**src/rtl/multicycle_ctrl_pkg.sv**
```systemverilog
// multicycle_ctrl_pkg: shared encodings for the multicycle MIPS control FSM.
// Holds the state encoding, opcode/funct constants, ALU codes and the
// datapath mux select codes used by multicycle_ctrl and mc_alu_dec.
package multicycle_ctrl_pkg;

    typedef enum logic [2:0] {
        S_FETCH, S_DECODE, S_EXEC, S_MEM, S_WB, S_HALT
    } state_t;

    localparam logic [3:0]  WAIT_MAX_DEF = 4'd15;
    localparam logic [31:0] RESET_PC     = 32'h0000_3000;

    localparam logic [5:0] OP_RTYPE = 6'h00;
    localparam logic [5:0] OP_J     = 6'h02;
    localparam logic [5:0] OP_JAL   = 6'h03;
    localparam logic [5:0] OP_BEQ   = 6'h04;
    localparam logic [5:0] OP_BNE   = 6'h05;
    localparam logic [5:0] OP_ADDI  = 6'h08;
    localparam logic [5:0] OP_ORI   = 6'h0D;
    localparam logic [5:0] OP_LW    = 6'h23;
    localparam logic [5:0] OP_SW    = 6'h2B;

    localparam logic [5:0] F_JR   = 6'h08;
    localparam logic [5:0] F_ADD  = 6'h20;
    localparam logic [5:0] F_ADDU = 6'h21;
    localparam logic [5:0] F_SUB  = 6'h22;
    localparam logic [5:0] F_SUBU = 6'h23;
    localparam logic [5:0] F_AND  = 6'h24;
    localparam logic [5:0] F_OR   = 6'h25;
    localparam logic [5:0] F_XOR  = 6'h26;
    localparam logic [5:0] F_NOR  = 6'h27;
    localparam logic [5:0] F_SLT  = 6'h2A;
    localparam logic [5:0] F_SLTU = 6'h2B;

    localparam logic [3:0] ALU_NOP  = 4'd0;
    localparam logic [3:0] ALU_ADD  = 4'd1;
    localparam logic [3:0] ALU_SUB  = 4'd2;
    localparam logic [3:0] ALU_AND  = 4'd3;
    localparam logic [3:0] ALU_OR   = 4'd4;
    localparam logic [3:0] ALU_SLT  = 4'd5;
    localparam logic [3:0] ALU_ADDU = 4'd6;
    localparam logic [3:0] ALU_SUBU = 4'd7;
    localparam logic [3:0] ALU_XOR  = 4'd8;
    localparam logic [3:0] ALU_NOR  = 4'd9;
    localparam logic [3:0] ALU_SLTU = 4'd10;

    localparam logic [1:0] B_RD2    = 2'd0;
    localparam logic [1:0] B_FOUR   = 2'd1;
    localparam logic [1:0] B_IMM    = 2'd2;
    localparam logic [1:0] B_IMM_SH = 2'd3;

    localparam logic [1:0] PC_ALU    = 2'd0;
    localparam logic [1:0] PC_ALUOUT = 2'd1;
    localparam logic [1:0] PC_JUMP   = 2'd2;
    localparam logic [1:0] PC_RD1    = 2'd3;

    localparam logic [1:0] WB_ALUOUT = 2'd0;
    localparam logic [1:0] WB_MDR    = 2'd1;
    localparam logic [1:0] WB_PC     = 2'd2;

    localparam logic [1:0] DST_RT = 2'd0;
    localparam logic [1:0] DST_RD = 2'd1;
    localparam logic [1:0] DST_RA = 2'd2;

    // ALU code for an R-type funct; ALU_NOP marks an unsupported funct.
    function automatic logic [3:0] r_alu(input logic [5:0] f);
        case (f)
            F_ADD:   r_alu = ALU_ADD;
            F_ADDU:  r_alu = ALU_ADDU;
            F_SUB:   r_alu = ALU_SUB;
            F_SUBU:  r_alu = ALU_SUBU;
            F_AND:   r_alu = ALU_AND;
            F_OR:    r_alu = ALU_OR;
            F_XOR:   r_alu = ALU_XOR;
            F_NOR:   r_alu = ALU_NOR;
            F_SLT:   r_alu = ALU_SLT;
            F_SLTU:  r_alu = ALU_SLTU;
            default: r_alu = ALU_NOP;
        endcase
    endfunction

endpackage

```
**src/rtl/mc_alu_dec.sv**
```systemverilog
// mc_alu_dec: combinational ALU/extension/legality decoder for the control FSM.
// Ports:
//   state_i    current FSM state
//   op_i       IR[31:26]
//   funct_i    IR[5:0]
//   alu_ctrl_o ALU operation code
//   ext_op_o   1 = sign-extend immediate, 0 = zero-extend
//   illegal_o  high in DECODE when op/funct is unsupported
module mc_alu_dec
    import multicycle_ctrl_pkg::*;
(
    input  state_t     state_i,
    input  logic [5:0] op_i,
    input  logic [5:0] funct_i,
    output logic [3:0] alu_ctrl_o,
    output logic       ext_op_o,
    output logic       illegal_o
);

    logic [3:0] r_code;
    logic       is_r;
    logic       legal;

    always_comb begin
        r_code     = r_alu(funct_i);
        is_r       = op_i == OP_RTYPE;
        legal      = is_r ? (r_code != ALU_NOP || funct_i == F_JR)
                          : (op_i inside {OP_J, OP_JAL, OP_BEQ, OP_BNE, OP_ADDI, OP_ORI, OP_LW, OP_SW});
        alu_ctrl_o = ALU_NOP;
        ext_op_o   = 1'b0;
        illegal_o  = 1'b0;
        case (state_i)
            S_FETCH: alu_ctrl_o = ALU_ADD;
            S_DECODE: begin
                alu_ctrl_o = ALU_ADD;
                ext_op_o   = 1'b1;
                illegal_o  = !legal;
            end
            S_EXEC: begin
                alu_ctrl_o = is_r ? r_code
                           : (op_i == OP_BEQ || op_i == OP_BNE) ? ALU_SUB
                           : (op_i == OP_ORI) ? ALU_OR : ALU_ADD;
                ext_op_o   = op_i != OP_ORI;
            end
            default: ;
        endcase
    end

endmodule

```
**src/rtl/multicycle_ctrl.sv**
```systemverilog
// multicycle_ctrl: main control FSM of the multicycle MIPS core.
// Sequences FETCH/DECODE/EXEC/MEM/WB over a shared datapath, stalls on the
// memory handshake and halts with a sticky fault on a memory timeout.
// Ports:
//   clk, rst            clock, synchronous active-high reset
//   op, funct, zero     IR fields and ALU zero flag
//   mem_ready           memory ack for mem_req
//   pc_wr, ir_wr        PC / IR load enables
//   mem_req, mem_we     memory request and write strobe
//   iord                memory address select (0 PC, 1 ALUOut)
//   alu_src_a/b         ALU operand selects
//   alu_ctrl, ext_op    ALU operation and immediate extension
//   reg_wr, reg_dst     register file write enable / destination select
//   wb_sel, pc_src      write-back data / next-PC selects
//   illegal, fault      unsupported-instruction pulse / sticky timeout flag
module multicycle_ctrl
    import multicycle_ctrl_pkg::*;
#(
    parameter logic [3:0] WAIT_MAX = WAIT_MAX_DEF
) (
    input  logic       clk,
    input  logic       rst,
    input  logic [5:0] op,
    input  logic [5:0] funct,
    input  logic       zero,
    input  logic       mem_ready,
    output logic       pc_wr,
    output logic       ir_wr,
    output logic       mem_req,
    output logic       mem_we,
    output logic       iord,
    output logic       alu_src_a,
    output logic [1:0] alu_src_b,
    output logic [3:0] alu_ctrl,
    output logic       ext_op,
    output logic       reg_wr,
    output logic [1:0] reg_dst,
    output logic [1:0] wb_sel,
    output logic [1:0] pc_src,
    output logic       illegal,
    output logic       fault
);

    state_t     state_q, state_d;
    logic [3:0] cnt_q, cnt_d;
    logic [3:0] dec_alu;
    logic       dec_ext;
    logic       dec_ill;
    logic       is_r;

    mc_alu_dec u_dec (
        .state_i   (state_q),
        .op_i      (op),
        .funct_i   (funct),
        .alu_ctrl_o(dec_alu),
        .ext_op_o  (dec_ext),
        .illegal_o (dec_ill)
    );

    always_ff @(posedge clk) begin
        if (rst) begin
            state_q <= S_FETCH;
            cnt_q   <= 4'd0;
        end else begin
            state_q <= state_d;
            cnt_q   <= cnt_d;
        end
    end

    always_comb begin
        state_d   = state_q;
        cnt_d     = 4'd0;
        is_r      = op == OP_RTYPE;
        pc_wr     = 1'b0;
        ir_wr     = 1'b0;
        mem_req   = 1'b0;
        mem_we    = 1'b0;
        iord      = 1'b0;
        alu_src_a = 1'b0;
        alu_src_b = B_RD2;
        alu_ctrl  = dec_alu;
        ext_op    = dec_ext;
        reg_wr    = 1'b0;
        reg_dst   = DST_RT;
        wb_sel    = WB_ALUOUT;
        pc_src    = PC_ALU;
        illegal   = dec_ill;
        fault     = state_q == S_HALT;
        case (state_q)
            S_FETCH: begin
                mem_req   = 1'b1;
                alu_src_b = B_FOUR;
                if (mem_ready) begin
                    ir_wr   = 1'b1;
                    pc_wr   = 1'b1;
                    state_d = S_DECODE;
                end
            end
            S_DECODE: begin
                // Branch target is computed here so EXEC can load it from ALUOut.
                alu_src_b = B_IMM_SH;
                state_d   = S_EXEC;
                if (dec_ill) begin
                    state_d = S_FETCH;
                end else if (op == OP_J) begin
                    pc_wr   = 1'b1;
                    pc_src  = PC_JUMP;
                    state_d = S_FETCH;
                end else if (op == OP_JAL) begin
                    reg_wr  = 1'b1;
                    reg_dst = DST_RA;
                    wb_sel  = WB_PC;
                    pc_wr   = 1'b1;
                    pc_src  = PC_JUMP;
                    state_d = S_FETCH;
                end else if (is_r && funct == F_JR) begin
                    pc_wr   = 1'b1;
                    pc_src  = PC_RD1;
                    state_d = S_FETCH;
                end
            end
            S_EXEC: begin
                alu_src_a = 1'b1;
                alu_src_b = (is_r || op == OP_BEQ || op == OP_BNE) ? B_RD2 : B_IMM;
                if (op == OP_BEQ || op == OP_BNE) begin
                    pc_wr   = zero ^ (op == OP_BNE);
                    pc_src  = PC_ALUOUT;
                    state_d = S_FETCH;
                end else begin
                    state_d = (op == OP_LW || op == OP_SW) ? S_MEM : S_WB;
                end
            end
            S_MEM: begin
                mem_req = 1'b1;
                iord    = 1'b1;
                mem_we  = op == OP_SW;
                if (mem_ready) state_d = (op == OP_SW) ? S_FETCH : S_WB;
            end
            S_WB: begin
                reg_wr  = 1'b1;
                reg_dst = is_r ? DST_RD : DST_RT;
                wb_sel  = (op == OP_LW) ? WB_MDR : WB_ALUOUT;
                state_d = S_FETCH;
            end
            default: ;
        endcase
        // Count unacknowledged request cycles; an ack on the threshold cycle wins.
        if (mem_req && !mem_ready) begin
            cnt_d = cnt_q + 4'd1;
            if (cnt_q == WAIT_MAX - 4'd1) state_d = S_HALT;
        end
        // Reset forces every output low at once, dropping any in-flight request.
        if (rst) begin
            pc_wr     = 1'b0;
            ir_wr     = 1'b0;
            mem_req   = 1'b0;
            mem_we    = 1'b0;
            iord      = 1'b0;
            alu_src_a = 1'b0;
            alu_src_b = 2'd0;
            alu_ctrl  = 4'd0;
            ext_op    = 1'b0;
            reg_wr    = 1'b0;
            reg_dst   = 2'd0;
            wb_sel    = 2'd0;
            pc_src    = 2'd0;
            illegal   = 1'b0;
            fault     = 1'b0;
        end
    end

endmodule

```
**config.mk**
```make
export PLATFORM = sky130hd
export DESIGN_NAME = multicycle_ctrl
export DESIGN_NICKNAME = d
export VERILOG_FILES = /design/src/rtl/multicycle_ctrl_pkg.sv /design/src/rtl/mc_alu_dec.sv /design/src/rtl/multicycle_ctrl.sv
export SDC_FILE = /design/constraint.sdc
export NUM_CORES = 1
export LEC_CHECK = 0
export ABC_CLOCK_PERIOD_IN_PS = 1900
export CAP_MARGIN = 5
export CORE_UTILIZATION = 38
export DETAILED_ROUTE_END_ITERATION = 16
export PLACE_DENSITY = 0.75
export SLEW_MARGIN = 25
export SYNTH_ARGS = -nofsm -noshare
export SYNTH_HDL_FRONTEND = slang
export SYNTH_SLANG_ARGS = --single-unit
```
**constraint.sdc**
```tcl
create_clock -name clk -period 1.9 [get_ports clk]
set_input_delay 0.38 -clock clk [delete_from_list [all_inputs] [get_ports clk]]
set_output_delay 0.38 -clock clk [all_outputs]
set_load 0.005 [all_outputs]
```
==> impl_metrics.json, run 1 <==
{
  "slew_violations": 0,
  "final_util": 0.861,
  "cp_max_fo": 4,
  "yosys_warnings": 0,
  "dp_hpwl_mm": 2.53,
  "slew_headroom": 0.722,
  "period_minus_slack_ns": 2.40,
  "critical_path.endpoint": "alu_ctrl[1]",
  "clk_latency_ns": 0.26,
  "grt_max_degree": 11,
  "synth_top_family_by_area": "simple AND/OR/NAND/NOR gates",
  "die_y_um": 51.1,
  "violations": "setup timing",
  "cp_slowest_cell": "or4_4",
  "reg2regPathDepth": 6,
  "finalHoldViolCount": 0,
  "yosys-top-cells-area": "dfxtp_1 (15%), nor2_1 (7.4%), a21oi_1 (6.6%)",
  "drt_pass1_iterations": 4,
  "coreArea_sq_um": 2230,
  "synth_seq_area_share": 0.153,
  "fmax_mhz": 417,
  "critical_path.cell_chain": "buf_8 -> or4_4 -> nor4_4 -> buf_4 -> nand2_4 -> o21bai_4 -> a21oi_2 -> buf_2",
  "grt_pass1_vias": 1469,
  "die_area_sq_um": 2610,
  "final.fill_count": 119,
  "worst_ep_arrival_time_ns": 2.02,
  "p_per_area_nw_per_um2": 306,
  "drt_iter0_drc": 119,
  "clockBufferDepth": 2,
  "finalWirelength_mm": 5.22,
  "clock_sinks": 7,
  "synth_area_sq_um": 915,
  "routedWlPerCell_um": 20.5,
  "path_class": "in -> out",
  "port-buffer-count": 37,
  "synth_cells": 138,
  "synth.top_cell.area_share": 0.153,
  "wirelength_met1_mm": 1.87,
  "synth_top_area_cell": "dfxtp_1",
  "nNetsFinal": 246,
  "synth_compound_area_frac": 0.233,
  "cts_tree": "done",
  "drcViolationCount": 0,
  "worstMarginPinSlew_ns": 0.414,
  "wl_met3_um": 486,
  "route.vias.total": 1584,
  "rsz0062_at_grt": "true",
  "async_reset_ff_frac": 0,
  "area_growth_pct": 110,
  "globalRouteOverflowTotal": 0,
  "dominantRegCellSynth": "dfxtp_1",
  "numCtsBuffers": 3,
  "setup_viol": 11,
  "max_cap_viol_count": 0,
  "hold_path_class": "reg -> reg",
  "critPathMaxStageDelay_ns": 0.56,
  "start_util": 0.410,
  "rrSetupSlack_ns": 0.21,
  "synth_adder_area_share": 0.0274,
  "cts_root_buf": "clkbuf_4",
  "setup_slack_ns": -0.496,
  "grt_pass1_wl_mm": 6.88,
  "pin_count": 38,
  "drtAntennaViolNets": 0,
  "dr_wl_met2_mm": 2.51,
  "dp.cells": 231,
  "status": "finished, violations left",
  "critPathRequiredTime_ns": 1.52,
  "timing.rr.end": "state_q[1]$_SDFF_PP0_",
  "syn_area_per_cell_sq_um": 6.63,
  "power_leakage_nw": 0.878,
  "drive_gt1_frac": 0.568,
  "synthSimpleGateAreaFrac": 0.462,
  "via_per_inst": 6.21,
  "mappedNetlistNets": 156,
  "muxShareOfSynthArea": 0.0109,
  "clk_pin_slew_ns": 0.06,
  "whs_path_depth": 1,
  "top_layer_used": "met4",
  "synth_edf_count": 0,
  "min_from": "cnt_q[0]$_SDFF_PP0_",
  "place_congestion": 0.952,
  "h-tree-depth": 1,
  "num_rows": 17,
  "whs_ns": 0.469,
  "ir_drop_mv": 0.377,
  "start_kind": "input pin",
  "diodes": 0,
  "crit_start": "op[0]",
  "synth_xor_xnor_area_share": 0.0287,
  "fin_worst_skew_ns": 0.00621,
  "yosysUniqueCellTypes": 43,
  "synth-seq-cells": 7,
  "fp.dieW_um": 51.1,
  "fin_crit_sh": 1.26,
  "hold_buffers": 0,
  "rr_startpoint": "state_q[0]$_SDFF_PP0_",
  "antenna_found_initial": 0,
  "grt_util_all_layers": 0.352,
  "instances_no_fill": 255,
  "endpoint_kind": "output pin"
}
[placed cells by master, fill, tap and decap left out, drive strengths merged, types with 4 or more instances in the layout]
master / netlist / layout
clkdlybuf4s50: 0 / 4
nor2b: 4 / 4
nor3: 6 / 6
inv: 7 / 7
clkbuf: 6 / 8
nand2: 10 / 10
nand3: 4 / 4
buf: 4 / 76
o21ai: 5 / 5
dfxtp: 7 / 7
nor4: 4 / 4
a211oi: 4 / 4
a21oi: 13 / 13
dlygate4sd2: 0 / 7
nand2b: 8 / 8
nor2: 19 / 19
[power breakdown]
| part | leakage [nW] | switching, W | total (W) | internal (W) |
|---|---|---|---|---|
| Combinational | 0.805 | 0.000141 | 0.000285 | 0.000145 |
| Sequential | 0.0577 | 0.00000385 | 0.000155 | 0.000151 |
| Clock | 0.0150 | 0.0000672 | 0.000148 | 0.0000810 |
[metrics by stage]
step	area [sq um]	setup TNS, ns	power, W	setup WS (ns)
final	1920	-3.52	0.000589	-0.496
after global routing	1920	-3.94	0.000604	-0.554
after CTS	1830	-3.03	0.000546	-0.485
after detailed placement	1550	-16.15	0.000360	-1.07
after global placement	1550	-15.59	0.000355	-1.03
after floorplan	918	-0.163	0.000239	-0.0606
[critical path, delay by kind of cell]
kind,cells,cell delay [ns]
AO/OA/AOI/OAI,2,0.29
buffers and inverters,3,0.40
AND/OR/NAND/NOR,3,0.93
[routing by layer]
metal | vias to the layer above | track usage
met2 | 133 | 0.654
li1 | 679 | -
met4 | 0 | 0.111
met5 | - | 0
met1 | 729 | 0.401
met3 | 43 | 0.0595
[how the worst min path moves through the flow]
stage                     slack (ns)                   to
after global placement          0.44  cnt_q[0]$_SDFF_PP0_
final                           0.47  cnt_q[0]$_SDFF_PP0_
after detailed placement        0.46  cnt_q[0]$_SDFF_PP0_
after floorplan                 0.43  cnt_q[0]$_SDFF_PP0_
after global routing            0.49  cnt_q[0]$_SDFF_PP0_
after CTS                       0.47  cnt_q[0]$_SDFF_PP0_
[cells by family after synthesis]
group	Yosys count
buf+inv	17
flops	7
xor+xnor	3
compound gates	34
simple gates	74
mux	1
fa+ha+maj	2
[cells in the mapped netlist (2+ instances only)]
library cell,instances
nor3_1,6
nand2_1,9
nand4b_1,3
clkbuf_1,6
nand3_1,4
o21ai_0,5
nand4_1,2
and3_1,3
xor2_1,2
nand3b_1,3
nand2b_1,8
ha_1,2
a211oi_1,4
o22ai_1,3
nor4bb_1,2
a21oi_1,12
nor2b_1,4
nor2_1,18
buf_2,2
dfxtp_1,7
inv_1,7
or3_1,3
nor4_1,3
[final cells by class]
cell class	instances	area, sq um	area share
multi-input cells	114	935	0.486
repair buffers	95	756	0.393
flip-flops and latches	7	143	0.0742
well taps	28	35.0	0.0182
inverters	7	28.8	0.0150
clock buffers	4	26.3	0.0137
[sequential cells by signal, summed over array words and instances, names as in the netlist]
signal   count
cnt_q        4
state_q      3
[repair_timing]
item,in CTS,in global routing
setup endpoints to repair,23,21
buffers inserted,18,7
pin swaps,26,12
cloned,0,0
gates resized for setup,141,26
Power figures use the tool's default switching activity.
==> inputs of run 2 (changes only) <==
ABC_CLOCK_PERIOD_IN_PS = 2300   (was 1900)
CORE_UTILIZATION = 40   (was 38)
MAX_ROUTING_LAYER = met4   (was unset)
PLACE_DENSITY = 0.76   (was 0.75)
clock period = 2.3 ns   (was 1.9 ns; I/O delays follow)
==> impl_metrics.json, run 2 (same netlist as run 1, synthesis figures left out) <==
{
  "pin_count": 38,
  "start_util": 0.444,
  "largest_reg_flops": 4,
  "fp.dieW_um": 49.8,
  "hold_buffers": 0,
  "min_from": "cnt_q[0]$_SDFF_PP0_",
  "drive_gt1_frac": 0.458,
  "coreArea_sq_um": 2060,
  "crit_path_frequent_cell": "buf_6",
  "cts_tree": "done",
  "setup-tns-final_ns": -0.875,
  "die_area_sq_um": 2480,
  "drt_iter0_drc": 56,
  "clk_latency_ns": 0.27,
  "route.vias.total": 1446,
  "critPathMaxStageDelay_ns": 0.56,
  "rr_startpoint": "state_q[0]$_SDFF_PP0_",
  "clockBufferDepth": 2,
  "period_minus_slack_ns": 2.50,
  "ir_drop_mv": 0.326,
  "port-buffer-count": 37,
  "h-tree-depth": 1,
  "layout_commonest_cell": "buf_4",
  "cp_slowest_cell": "or4_4",
  "antenna_found_initial": 0,
  "hold_path_class": "reg -> reg",
  "slew_headroom": 0.742,
  "finalHoldViolCount": 0,
  "die_y_um": 49.8,
  "diodes": 0,
  "drtAntennaViolNets": 0,
  "place_area_sq_um": 1570,
  "fin_crit_sh": 1.09,
  "finalWirelength_mm": 4.20,
  "finalInstanceArea_sq_um": 1820,
  "start_kind": "input pin",
  "numCtsBuffers": 3,
  "clock_sinks": 7,
  "grt_util_all_layers": 0.331,
  "reg_top3": "cnt_q x4, state_q x3",
  "globalRouteOverflowTotal": 0,
  "cp_max_fo": 3,
  "slew_violations": 0,
  "cts_root_buf": "clkbuf_4",
  "fin_worst_skew_ns": 0.00767,
  "power_leakage_nw": 0.870,
  "crit_start": "op[2]",
  "nNetsFinal": 244,
  "grt_max_degree": 19,
  "critPathRequiredTime_ns": 1.84,
  "p_per_area_nw_per_um2": 246,
  "multi_input_area_sq_um": 856,
  "path_class": "in -> out",
  "place_congestion": 0.864,
  "critical_path.cell_chain": "buf_6 -> or4_4 -> nor4_4 -> buf_4 -> buf_6 -> nand2_4 -> o21bai_1 -> a21oi_2 -> buf_2",
  "status": "finished, violations left",
  "grt_pass1_wl_mm": 6.22,
  "setup_viol": 9,
  "final.fill_count": 114,
  "endpoint_kind": "output pin",
  "final_cell_mix": "buf_4 (52), nor2_1 (14), dlygate4sd2_1 (13), a21oi_1 (11), buf_2 (11)",
  "drt_pass1_iterations": 4,
  "violations": "setup timing",
  "via_per_inst": 5.74,
  "max_cap_viol_count": 0,
  "rsz0062_at_grt": "true",
  "worstMarginPinSlew_ns": 0.385,
  "final-seq-area_sq_um": 140,
  "fmax_mhz": 399,
  "largest_register": "cnt_q",
  "grt_pass1_vias": 1371,
  "routedWlPerCell_um": 16.7,
  "rrSetupSlack_ns": 0.54,
  "clk_pin_slew_ns": 0.05,
  "setup_slack_ns": -0.205,
  "num_rows": 16,
  "worst_ep_arrival_time_ns": 2.04,
  "dp_hpwl_mm": 2.44,
  "area_growth_pct": 99.3,
  "drcViolationCount": 0
}
run 2: final cells by class:
cell class	instances	area share
tap	27	0.0185
timing repair buffer	93	0.406
sequential	7	0.0769
clock buffer	4	0.0144
inverter	7	0.0144
multi-input combinational	114	0.469
run 2: power by group:
| part | internal, W | switching (W) | total [W] | leakage, nW |
|---|---|---|---|---|
| logic | 0.000105 | 0.0000985 | 0.000203 | 0.799 |
| registers | 0.000125 | 0.00000250 | 0.000127 | 0.0569 |
| clock network | 0.0000666 | 0.0000520 | 0.000119 | 0.0150 |
run 2: path summary, 6_finish.rpt:
kind,end,depth (start not counted)
min,cnt_q[0]$_SDFF_PP0_,1
min reg2reg,cnt_q[0]$_SDFF_PP0_,1
max,alu_ctrl[1],9
max reg2reg,state_q[1]$_SDFF_PP0_,6
run 2: repair_timing:
item / CTS / global route
setup endpoints to repair: 22 / 14
pin swaps: 18 / 11
setup buffers: 14 / 2
endpoints found under the hold margin: 0 / 0
resized for setup: 95 / 18
run 2: per-stage QoR:
step                      std cells  hold slack [ns]  total power, W  setup WS (ns)  utilization
after floorplan                 138            0.430        0.000197          0.138            -
after global placement          232            0.440        0.000296         -0.729        0.760
after detailed placement        232            0.453        0.000299         -0.810        0.760
after CTS                       250            0.466        0.000425         -0.252        0.845
after global routing            252            0.489        0.000466         -0.277        0.884
final                           252            0.461        0.000449         -0.205        0.884
run 2: layer usage:
metal / up-vias / GRT usage / share of wire / routed length, um
li1: 668 / - / - / -
met1: 655 / 0.389 / 0.39 / 1640
met2: 102 / 0.568 / 0.47 / 1980
met3: 21 / 0.0741 / 0.10 / 432
met4: 0 / 0.0810 / 0.035 / 148
met5: - / - / 0 / 0
run 2: worst max-delay path: cells and delay by family:
family | cells | cell delay (ns)
buffers and inverters | 4 | 0.48
and+or+nand+nor | 3 | 0.81
AOI/OAI and AO/OA | 2 | 0.29
==> inputs of run 3 (changes only) <==
DONT_BUFFER_PORTS = 1   (was unset)
MAX_ROUTING_LAYER = unset   (was met4)
PLACE_DENSITY = 0.54   (was 0.76)
==> impl_metrics.json, run 3 (same netlist as run 1, synthesis figures left out) <==
{
  "cp_max_fo": 5,
  "reg_top3": "cnt_q x4, state_q x3",
  "power_w": 0.000308,
  "layout_commonest_cell": "nor2_1",
  "num_rows": 16,
  "whs_ns": 0.297,
  "rrSetupSlack_ns": 0.71,
  "endpoint_kind": "output pin",
  "antenna_found_initial": 0,
  "clock_sinks": 7,
  "worstMarginPinSlew_ns": 0.568,
  "dr_wl_met2_mm": 1.06,
  "final_cell_mix": "nor2_1 (18), a21oi_1 (12), nand2_1 (9), nand2b_1 (8)",
  "diodes": 0,
  "setup_viol": 0,
  "routedWlPerCell_um": 14.9,
  "fmax_mhz": 465,
  "place_congestion": 0.768,
  "ir_drop_mv": 0.177,
  "hold_path_class": "in -> reg",
  "cp_top_family": "simple AND/OR/NAND/NOR gates",
  "rr_startpoint": "state_q[0]$_SDFF_PP0_",
  "clk_pin_slew_ns": 0.05,
  "crit_start": "op[1]",
  "status": "finished clean",
  "start_util": 0.444,
  "instances_no_fill": 162,
  "setup_slack_ns": 0.151,
  "dpl_worst_slack_ns": 0.154,
  "period_minus_slack_ns": 2.15,
  "grt_util_all_layers": 0.207,
  "cp_num_buf_inv": 0,
  "drive_gt1_frac": 0.0889,
  "top_layer_used": "met3",
  "h-tree-depth": 1,
  "die_y_um": 49.8,
  "port-buffer-count": 0,
  "max_cap_viol_count": 0,
  "cts_root_buf": "clkbuf_4",
  "timing.rr.end": "state_q[1]$_SDFF_PP0_",
  "post_cts_buffers": 0,
  "finalHoldViolCount": 0,
  "reg2regPathDepth": 6,
  "fp.dieW_um": 49.8,
  "route.vias.total": 957,
  "critical_path.cell_chain": "or4_4 -> nor4_4 -> nand2_2 -> o21bai_1 -> a21oi_2",
  "area_growth_pct": 3.42,
  "drtAntennaViolNets": 0,
  "holdPathEnd": "state_q[0]$_SDFF_PP0_",
  "hold_buffers": 0,
  "clk_latency_ns": 0.25,
  "largest_register": "cnt_q",
  "grt_pass1_vias": 858,
  "clockBufferDepth": 2,
  "grt_pass1_wl_mm": 4.05,
  "power_leakage_nw": 0.332,
  "nNetsFinal": 154,
  "coreArea_sq_um": 2060,
  "globalRouteOverflowTotal": 0,
  "dp_hpwl_mm": 1.90,
  "start_kind": "input pin",
  "drt_pass1_iterations": 4,
  "p_per_area_nw_per_um2": 325,
  "drcViolationCount": 0,
  "die_area_sq_um": 2480,
  "min_from": "rst",
  "slew_headroom": 0.618,
  "cts_tree": "done",
  "setup-tns-final_ns": 0,
  "drt_iter0_drc": 6,
  "pin_count": 38,
  "grt_max_degree": 19,
  "cp_slowest_cell": "or4_4",
  "critPathMaxStageDelay_ns": 0.53,
  "rsz0062_at_grt": "false",
  "wl_met3_um": 103,
  "dp.cells": 158,
  "worst_ep_arrival_time_ns": 1.69,
  "path_class": "in -> out",
  "numCtsBuffers": 3,
  "finalWirelength_mm": 2.42,
  "cts_resized": 0,
  "wirelength_met1_mm": 1.25,
  "slew_violations": 0,
  "fin_crit_sh": 0.934,
  "largest_reg_flops": 4,
  "via_per_inst": 5.91,
  "critPathRequiredTime_ns": 1.84,
  "fin_worst_skew_ns": 0.00375,
  "whs_path_depth": 1
}
run 3: cell count changes in the layout (fill, tap and decap cells not counted), sizes merged:
cell	before	now
clkbuf	5	4
clkdlybuf4s50	5	0
buf	69	3
dlymetal6s2s	3	0
clkdlybuf4s15	2	0
dlygate4sd2	13	0
run 3: final cells by class:
cell class / count / area, sq um
inverter: 7 / 26.3
clock buffer: 4 / 26.3
tap: 27 / 33.8
fill: 223 / 1120
timing repair buffer: 3 / 22.5
sequential: 7 / 140
multi-input combinational: 114 / 697
run 3: per-stage QoR:
stage | utilization | area, sq um
6_report | 0.459 | 946
4_1_cts | 0.459 | 946
3_5_place_dp | 0.446 | 920
3_3_place_gp | 0.446 | 920
2_1_floorplan | - | 915
5_1_grt | 0.459 | 946
run 3: worst max-delay path by stage:
stage	endpoint	slack (ns)	cells past startpoint
2_1_floorplan	alu_ctrl[1]	0.14	6
3_3_place_gp	pc_wr	0.16	5
3_5_place_dp	alu_ctrl[1]	0.15	5
4_1_cts	alu_ctrl[1]	0.15	5
5_1_grt	alu_ctrl[2]	0.07	5
6_report	alu_ctrl[1]	0.15	5
run 3: power breakdown:
group          switching, W  internal [W]  leakage, nW
sequential       0.00000241      0.000125       0.0569
combinational     0.0000411     0.0000301        0.260
clock             0.0000431     0.0000661       0.0150
total             0.0000866      0.000221        0.332
run 3: routing by layer:
layer / global-route usage / vias up
li1: - / 495
met3: 0.0370 / 0
met2: 0.324 / 28
met5: 0 / -
met4: 0.0286 / 0
met1: 0.297 / 434
